==> src/rtl/jtcop_obj_pkg.sv <==
// Shared definitions for the object table scanner: FSM states,
// word offsets inside a table entry and field bit positions.
package jtcop_obj_pkg;

    typedef enum logic [2:0] {
        ST_IDLE,
        ST_RD0,
        ST_CHK,
        ST_RD1,
        ST_RD2,
        ST_ISSUE,
        ST_WAIT
    } obj_state_e;

    localparam logic [1:0] WORD_ATTR = 2'd0;
    localparam logic [1:0] WORD_CODE = 2'd1;
    localparam logic [1:0] WORD_POS  = 2'd2;

    localparam int EN_BIT    = 15;
    localparam int VFLIP_BIT = 14;
    localparam int HFLIP_BIT = 13;
    localparam int SIZE_HI   = 12;
    localparam int SIZE_LO   = 11;
    localparam int Y_HI      = 8;
    localparam int Y_LO      = 0;
    localparam int CODE_HI   = 11;
    localparam int CODE_LO   = 0;
    localparam int PAL_HI    = 15;
    localparam int PAL_LO    = 12;
    localparam int X_HI      = 8;
    localparam int X_LO      = 0;

    function automatic logic [9:0] obj_addr(
        input logic [7:0] entry,
        input logic [1:0] word
    );
        return {entry, word};
    endfunction

endpackage

==> src/rtl/jtcop_obj_scan.sv <==
// Object table scanner: finds sprites crossing vrender and issues draw requests.
// Define JTCOP_OBJ_MULTI_EN to honour the multi-tile height code.
module jtcop_obj_scan
    import jtcop_obj_pkg::*;
#(
    parameter logic [8:0] HOFFSET = 9'd0,
    parameter logic [7:0] LAST    = 8'd255
) (
    input  logic        rst,
    input  logic        clk,
    input  logic        pxl_cen,
    input  logic        hs,
    input  logic [8:0]  vrender,
    output logic [9:0]  tab_addr,
    input  logic [15:0] tab_data,
    output logic        dr_start,
    input  logic        dr_busy,
    output logic [11:0] dr_code,
    output logic [8:0]  dr_xpos,
    output logic [3:0]  dr_ysub,
    output logic        dr_hflip,
    output logic        dr_vflip,
    output logic [3:0]  dr_pal
);

    obj_state_e  state_q, state_d;
    logic [7:0]  entry_q, entry_d;
    logic        hs_l_q, hs_l_d;
    logic [9:0]  tab_addr_q, tab_addr_d;

    // staged request, copied to the dr_* outputs only when issued
    logic [2:0]  t_q, t_d;
    logic [3:0]  ysub_q, ysub_d;
    logic        hflip_q, hflip_d;
    logic        vflip_q, vflip_d;
    logic [11:0] code_q, code_d;
    logic [8:0]  xpos_q, xpos_d;
    logic [3:0]  pal_q, pal_d;

    logic        dr_start_q, dr_start_d;
    logic [11:0] dr_code_q, dr_code_d;
    logic [8:0]  dr_xpos_q, dr_xpos_d;
    logic [3:0]  dr_ysub_q, dr_ysub_d;
    logic        dr_hflip_q, dr_hflip_d;
    logic        dr_vflip_q, dr_vflip_d;
    logic [3:0]  dr_pal_q, dr_pal_d;

    logic        unused_ok;
    logic [1:0]  size;
    logic [8:0]  ydiff;
    logic [8:0]  lim;
    logic        visible;
    logic [2:0]  tmax;
    logic [2:0]  t_calc;
    logic [3:0]  ysub_calc;
    logic        hs_rise;
    logic        at_last;
    logic [7:0]  next_entry;

    assign unused_ok = pxl_cen;

`ifdef JTCOP_OBJ_MULTI_EN
    assign size = tab_data[SIZE_HI:SIZE_LO];
`else
    assign size = 2'd0;
`endif

    assign ydiff     = vrender - tab_data[Y_HI:Y_LO];
    assign lim       = 9'd16 << size;
    assign visible   = tab_data[EN_BIT] && (ydiff < lim);
    assign tmax      = 3'((4'd1 << size) - 4'd1);
    assign t_calc    = tab_data[VFLIP_BIT] ? tmax - ydiff[6:4]
                                           : ydiff[6:4];
    assign ysub_calc = tab_data[VFLIP_BIT] ? ~ydiff[3:0]
                                           : ydiff[3:0];
    assign hs_rise    = hs & ~hs_l_q;
    assign at_last    = entry_q == LAST;
    assign next_entry = entry_q + 8'd1;

    always_comb begin
        state_d    = state_q;
        entry_d    = entry_q;
        hs_l_d     = hs;
        tab_addr_d = tab_addr_q;
        t_d        = t_q;
        ysub_d     = ysub_q;
        hflip_d    = hflip_q;
        vflip_d    = vflip_q;
        code_d     = code_q;
        xpos_d     = xpos_q;
        pal_d      = pal_q;
        dr_start_d = 1'b0;
        dr_code_d  = dr_code_q;
        dr_xpos_d  = dr_xpos_q;
        dr_ysub_d  = dr_ysub_q;
        dr_hflip_d = dr_hflip_q;
        dr_vflip_d = dr_vflip_q;
        dr_pal_d   = dr_pal_q;

        unique case (state_q)
            ST_IDLE: ;
            ST_RD0: begin
                tab_addr_d = obj_addr(entry_q, WORD_CODE);
                state_d    = ST_CHK;
            end
            ST_CHK: begin
                if (visible) begin
                    t_d        = t_calc;
                    ysub_d     = ysub_calc;
                    hflip_d    = tab_data[HFLIP_BIT];
                    vflip_d    = tab_data[VFLIP_BIT];
                    tab_addr_d = obj_addr(entry_q, WORD_POS);
                    state_d    = ST_RD1;
                end else if (at_last) begin
                    state_d = ST_IDLE;
                end else begin
                    entry_d    = next_entry;
                    tab_addr_d = obj_addr(next_entry, WORD_ATTR);
                    state_d    = ST_RD0;
                end
            end
            ST_RD1: begin
                code_d  = tab_data[CODE_HI:CODE_LO] + {9'd0, t_q};
                state_d = ST_RD2;
            end
            ST_RD2: begin
                xpos_d  = tab_data[X_HI:X_LO] + HOFFSET;
                pal_d   = tab_data[PAL_HI:PAL_LO];
                state_d = ST_ISSUE;
            end
            ST_ISSUE: begin
                if (!dr_busy) begin
                    dr_start_d = 1'b1;
                    dr_code_d  = code_q;
                    dr_xpos_d  = xpos_q;
                    dr_ysub_d  = ysub_q;
                    dr_hflip_d = hflip_q;
                    dr_vflip_d = vflip_q;
                    dr_pal_d   = pal_q;
                    state_d    = ST_WAIT;
                end
            end
            ST_WAIT: begin
                // busy only rises the clk after the pulse, so skip that clk
                if (!dr_busy && !dr_start_q) begin
                    if (at_last) begin
                        state_d = ST_IDLE;
                    end else begin
                        entry_d    = next_entry;
                        tab_addr_d = obj_addr(next_entry, WORD_ATTR);
                        state_d    = ST_RD0;
                    end
                end
            end
            default: state_d = ST_IDLE;
        endcase

        if (hs_rise) begin
            entry_d    = 8'd0;
            tab_addr_d = obj_addr(8'd0, WORD_ATTR);
            state_d    = ST_RD0;
        end
    end

    always_ff @(posedge clk or posedge rst) begin
        if (rst) begin
            state_q    <= ST_IDLE;
            entry_q    <= 8'd0;
            hs_l_q     <= 1'b1;
            tab_addr_q <= 10'd0;
            t_q        <= 3'd0;
            ysub_q     <= 4'd0;
            hflip_q    <= 1'b0;
            vflip_q    <= 1'b0;
            code_q     <= 12'd0;
            xpos_q     <= 9'd0;
            pal_q      <= 4'd0;
            dr_start_q <= 1'b0;
            dr_code_q  <= 12'd0;
            dr_xpos_q  <= 9'd0;
            dr_ysub_q  <= 4'd0;
            dr_hflip_q <= 1'b0;
            dr_vflip_q <= 1'b0;
            dr_pal_q   <= 4'd0;
        end else begin
            state_q    <= state_d;
            entry_q    <= entry_d;
            hs_l_q     <= hs_l_d;
            tab_addr_q <= tab_addr_d;
            t_q        <= t_d;
            ysub_q     <= ysub_d;
            hflip_q    <= hflip_d;
            vflip_q    <= vflip_d;
            code_q     <= code_d;
            xpos_q     <= xpos_d;
            pal_q      <= pal_d;
            dr_start_q <= dr_start_d;
            dr_code_q  <= dr_code_d;
            dr_xpos_q  <= dr_xpos_d;
            dr_ysub_q  <= dr_ysub_d;
            dr_hflip_q <= dr_hflip_d;
            dr_vflip_q <= dr_vflip_d;
            dr_pal_q   <= dr_pal_d;
        end
    end

    assign tab_addr = tab_addr_q;
    assign dr_start = dr_start_q;
    assign dr_code  = dr_code_q;
    assign dr_xpos  = dr_xpos_q;
    assign dr_ysub  = dr_ysub_q;
    assign dr_hflip = dr_hflip_q;
    assign dr_vflip = dr_vflip_q;
    assign dr_pal   = dr_pal_q;

endmodule
==> config.mk <==
export PLATFORM = sky130hd
export DESIGN_NAME = jtcop_obj_scan
export DESIGN_NICKNAME = d
export VERILOG_FILES = /design/src/rtl/jtcop_obj_pkg.sv /design/src/rtl/jtcop_obj_scan.sv
export SDC_FILE = /design/constraint.sdc
export NUM_CORES = 1
export LEC_CHECK = 0
export ABC_AREA = 0
export BUFFER_PORTS_ARGS = -buffer_cell sky130_fd_sc_hd__buf_4
export CORE_ASPECT_RATIO = 1.75
export CORE_MARGIN = 5
export CORE_UTILIZATION = 25
export DETAILED_ROUTE_END_ITERATION = 10
export PLACE_DENSITY = 0.5
export RECOVER_POWER = 25
export SETUP_SLACK_MARGIN = 0.4
export SYNTH_ARGS = -nofsm -noshare
export SYNTH_HDL_FRONTEND = slang
export SYNTH_SLANG_ARGS = --single-unit
==> constraint.sdc <==
create_clock -name clk -period 2.6 [get_ports clk]
set_input_delay 0.13 -clock clk [delete_from_list [all_inputs] [get_ports clk]]
set_output_delay 0.13 -clock clk [all_outputs]
set_load 0.01 [all_outputs]
==> flow_summary.yaml <==
critical_path:
  crit_path_top_delay_cell: "or4_4"
  crit-reg2reg-launch: "entry_q[0]"
  cp-startpoint: "tab_data[0]"
  path_class: "primary input to flop"
  setup.worst_path.start_class: "primary input"
  cp_max_fo: 11
  r2r.worst_path.cells: 7
  rrSetupSlack_ns: 0.54
  end_kind: "flop"
  worstPathRequired_ns: 2.88
  r2r_end: "tab_addr[2]"
  slowest_delay_ns: 0.53
  arrival_ns: 2.43
  path_cells: "buf_4 > ha_4 > fa_2 > nand2b_4 > a211oi_4 > or3_1 > a22oi_2 > and4_4 > or4_4 > a21oi_2"
sta:
  max-slew-margin-rel: 0.136
  rsz0062_at_grt: "yes"
  hold_violations: 0
  fin_crit_sh: 0.828
  max_freq_mhz: 465
  worstMarginPinSlew_ns: 1.30
  drv_slew: 0
  setup_violations: 0
  period_needed_ns: 2.15
  final.setup.tns_ns: 0
  skew_ns: 0.0101
cts:
  htree_num_levels: 3
  clk_pin_slew_worst_paths_ns: 0.07
  cts_buffer_depth: 2
  cts_num_sinks: 88
  cts-buffers-inserted: 9
  tritoncts: "yes"
  worstSkewPairLatency_ns: 0.35
  cts-root-buf: "clkbuf_16"
place:
  io_buffers: 70
  gp_congestion: 0.853
  hpwl_um: 9290
pwr:
  p_leak_nw: 2.67
  p_int_mw: 3.80
  vdd_drop_max_uv: 338
  power_density_mw_per_mm2: 945
  power.switching_mw: 1.98
  power_mw: 5.78
  comb_power_share: 0.390
  power.share.switching: 0.343
  p_seq_frac: 0.373
  clkPwrFrac: 0.236
global_routing:
  antenna_found_initial: 0
  grt_pass1_vias: 3768
  globalRouteTotalUtil: 0.122
  grt_max_degree: 89
  grt.met2_usage: 0.222
  grt_use_met1: 0.133
  grt_first_pass_wirelength_um: 20400
  met3_usage: 0.0226
  overflow: 0
  grt.busiest_layer: "met2"
hold_path:
  hold_end: "pal_q[0]"
  hold_depth: 2
  hp-class: "primary input to flop"
  min-delay-start: "tab_data[12]"
synthesis:
  synth_most_common_cell: "dfrtp_1"
  syn_area_per_cell_sq_um: 10.7
  yosys_warnings: 0
  synthTopCellsByCount: "dfrtp_1, mux2_2, nand2_1"
  syn-cell-area_sq_mm: 0.00463
  syn_nets: 479
  synth_cell_types: 60
  ys_seq_area_frac: 0.476
  synth_edf_count: 0
  synth_top_flop_cell: "dfrtp_1"
  synth_cells: 434
  yosysTopAreaCellShare: 0.470
  synth_async_sr_flop_share: 1.00
  ys_ff_latch: 88
  synth_area_leader_cell: "dfrtp_1"
  synthTopCellsByArea: "dfrtp_1, mux2_2, xnor2_1"
detailed_routing:
  drc: 0
  vias_per_cell: 4.73
  wl_um: 12900
  vias: 3601
  wl_per_cell_um: 16.9
  drt_first_pass_iters: 4
  ant_nets: 0
  drtIter0Drc: 165
run:
  maxCapViolCount: 0
die:
  core_sq_mm: 0.0184
  initial_core_util: 0.252
  io_pins: 72
  die_h_um: 190
  die_x_um: 113
  dieArea_sq_mm: 0.0215
  rows: 66
final_layout:
  drive_gt1_frac: 0.408
  nNetsFinal: 564
  synthToLayoutAreaGrowth_pct: 32.2
  antenna_cells: 0
status:
  outcome: "completed"
[cells by family after synthesis]
kind of cell,after synthesis,share of synthesized area
and+or+nand+nor,122,0.135
AOI/OAI and AO/OA,89,0.122
DFF,88,0.476
muxes,55,0.132
buffers and inverters,38,0.0411
xor gates and xnor gates,27,0.0511
adders and majority gates,15,0.0438
[layout by cell type (no fill, tap or decap), types with 4 or more instances in the layout]
cell type	instances
nand4_1	6
buf_4	90
o21ai_0	24
mux2_2	47
xor2_1	6
o21ai_1	6
inv_1	4
nor3_1	5
ha_4	7
a21oi_1	20
o21a_1	4
nand2b_1	4
nor2b_1	5
ha_1	5
dfrtp_1	86
and3_1	6
mux2i_1	6
inv_2	6
clkbuf_16	9
nand2_1	33
nor2_1	23
or3_1	5
xnor2_1	20
nand3_1	7
a21oi_2	6
[sequential cells by signal, summed over array words and instances, names as in the netlist]
signal,flops
dr_ysub,4
dr_hflip,1
hs_l_q,1
t_q,3
dr_vflip,1
tab_addr,10
vflip_q,1
dr_code,12
entry_q,8
state_q,3
dr_xpos,9
pal_q,4
dr_start,1
ysub_q,4
xpos_q,9
code_q,12
dr_pal,4
hflip_q,1
[area by class of cell]
cell class / instances / area, sq um
inverter: 13 / 62.6
multi-input combinational: 309 / 2500
fill: 1858 / 12300
clock inverter: 5 / 61.3
tap: 238 / 298
timing repair buffer: 98 / 744
clock buffer: 11 / 253
sequential: 88 / 2200
[timing repair]
action,CTS,global route
hold buffers,2,0
endpoints found under the hold margin,88,0
setup buffers,1,6
gates resized for setup,2,40
endpoints found under the setup margin,9,25
pin swaps,0,14
gates cloned,0,1
[layer usage]
layer	vias to the layer above	routed length, um
li1	1712	-
met5	-	0
met3	25	411
met4	0	439
met2	74	7070
met1	1790	4970
[worst max-delay path, delay by kind of cell]
family          cells  cell delay (ns)
compound gates      3             0.52
buf+inv             1             0.13
simple gates        4             1.13
fa+ha+maj           2             0.52
[worst max path at each step]
stage	end	slack (ns)	depth (start not counted)
after floorplan	ysub_q[0]	0.35	10
final	entry_q[6]	0.45	10
after global routing	entry_q[6]	0.38	10
after detailed placement	ysub_q[1]	0.04	9
after global placement	ysub_q[0]	0.08	9
after CTS	ysub_q[0]	0.41	9
[power by group through the flow]
stage / sequential (mW) / combinational, mW / clock, mW
2_1_floorplan: 2.20 / 1.18 / 0
3_3_place_gp: 2.17 / 2.14 / 0
3_5_place_dp: 2.20 / 2.17 / 0
4_1_cts: 2.17 / 2.21 / 1.43
5_1_grt: 2.24 / 2.48 / 1.47
6_report: 2.16 / 2.26 / 1.37
[per-stage QoR]
step	instance area, sq um	cells	worst slack [ns]	hold WS [ns]	utilization
4_1_cts	5950	755	0.406	0.00325	0.323
2_1_floorplan	4760	434	0.351	0.134	-
3_3_place_gp	5600	736	0.0796	0.257	0.304
6_report	6120	762	0.448	0.0233	0.332
3_5_place_dp	5600	736	0.0445	0.257	0.304
5_1_grt	6120	762	0.378	0.0114	0.332
(Power assumes the default switching activity.)
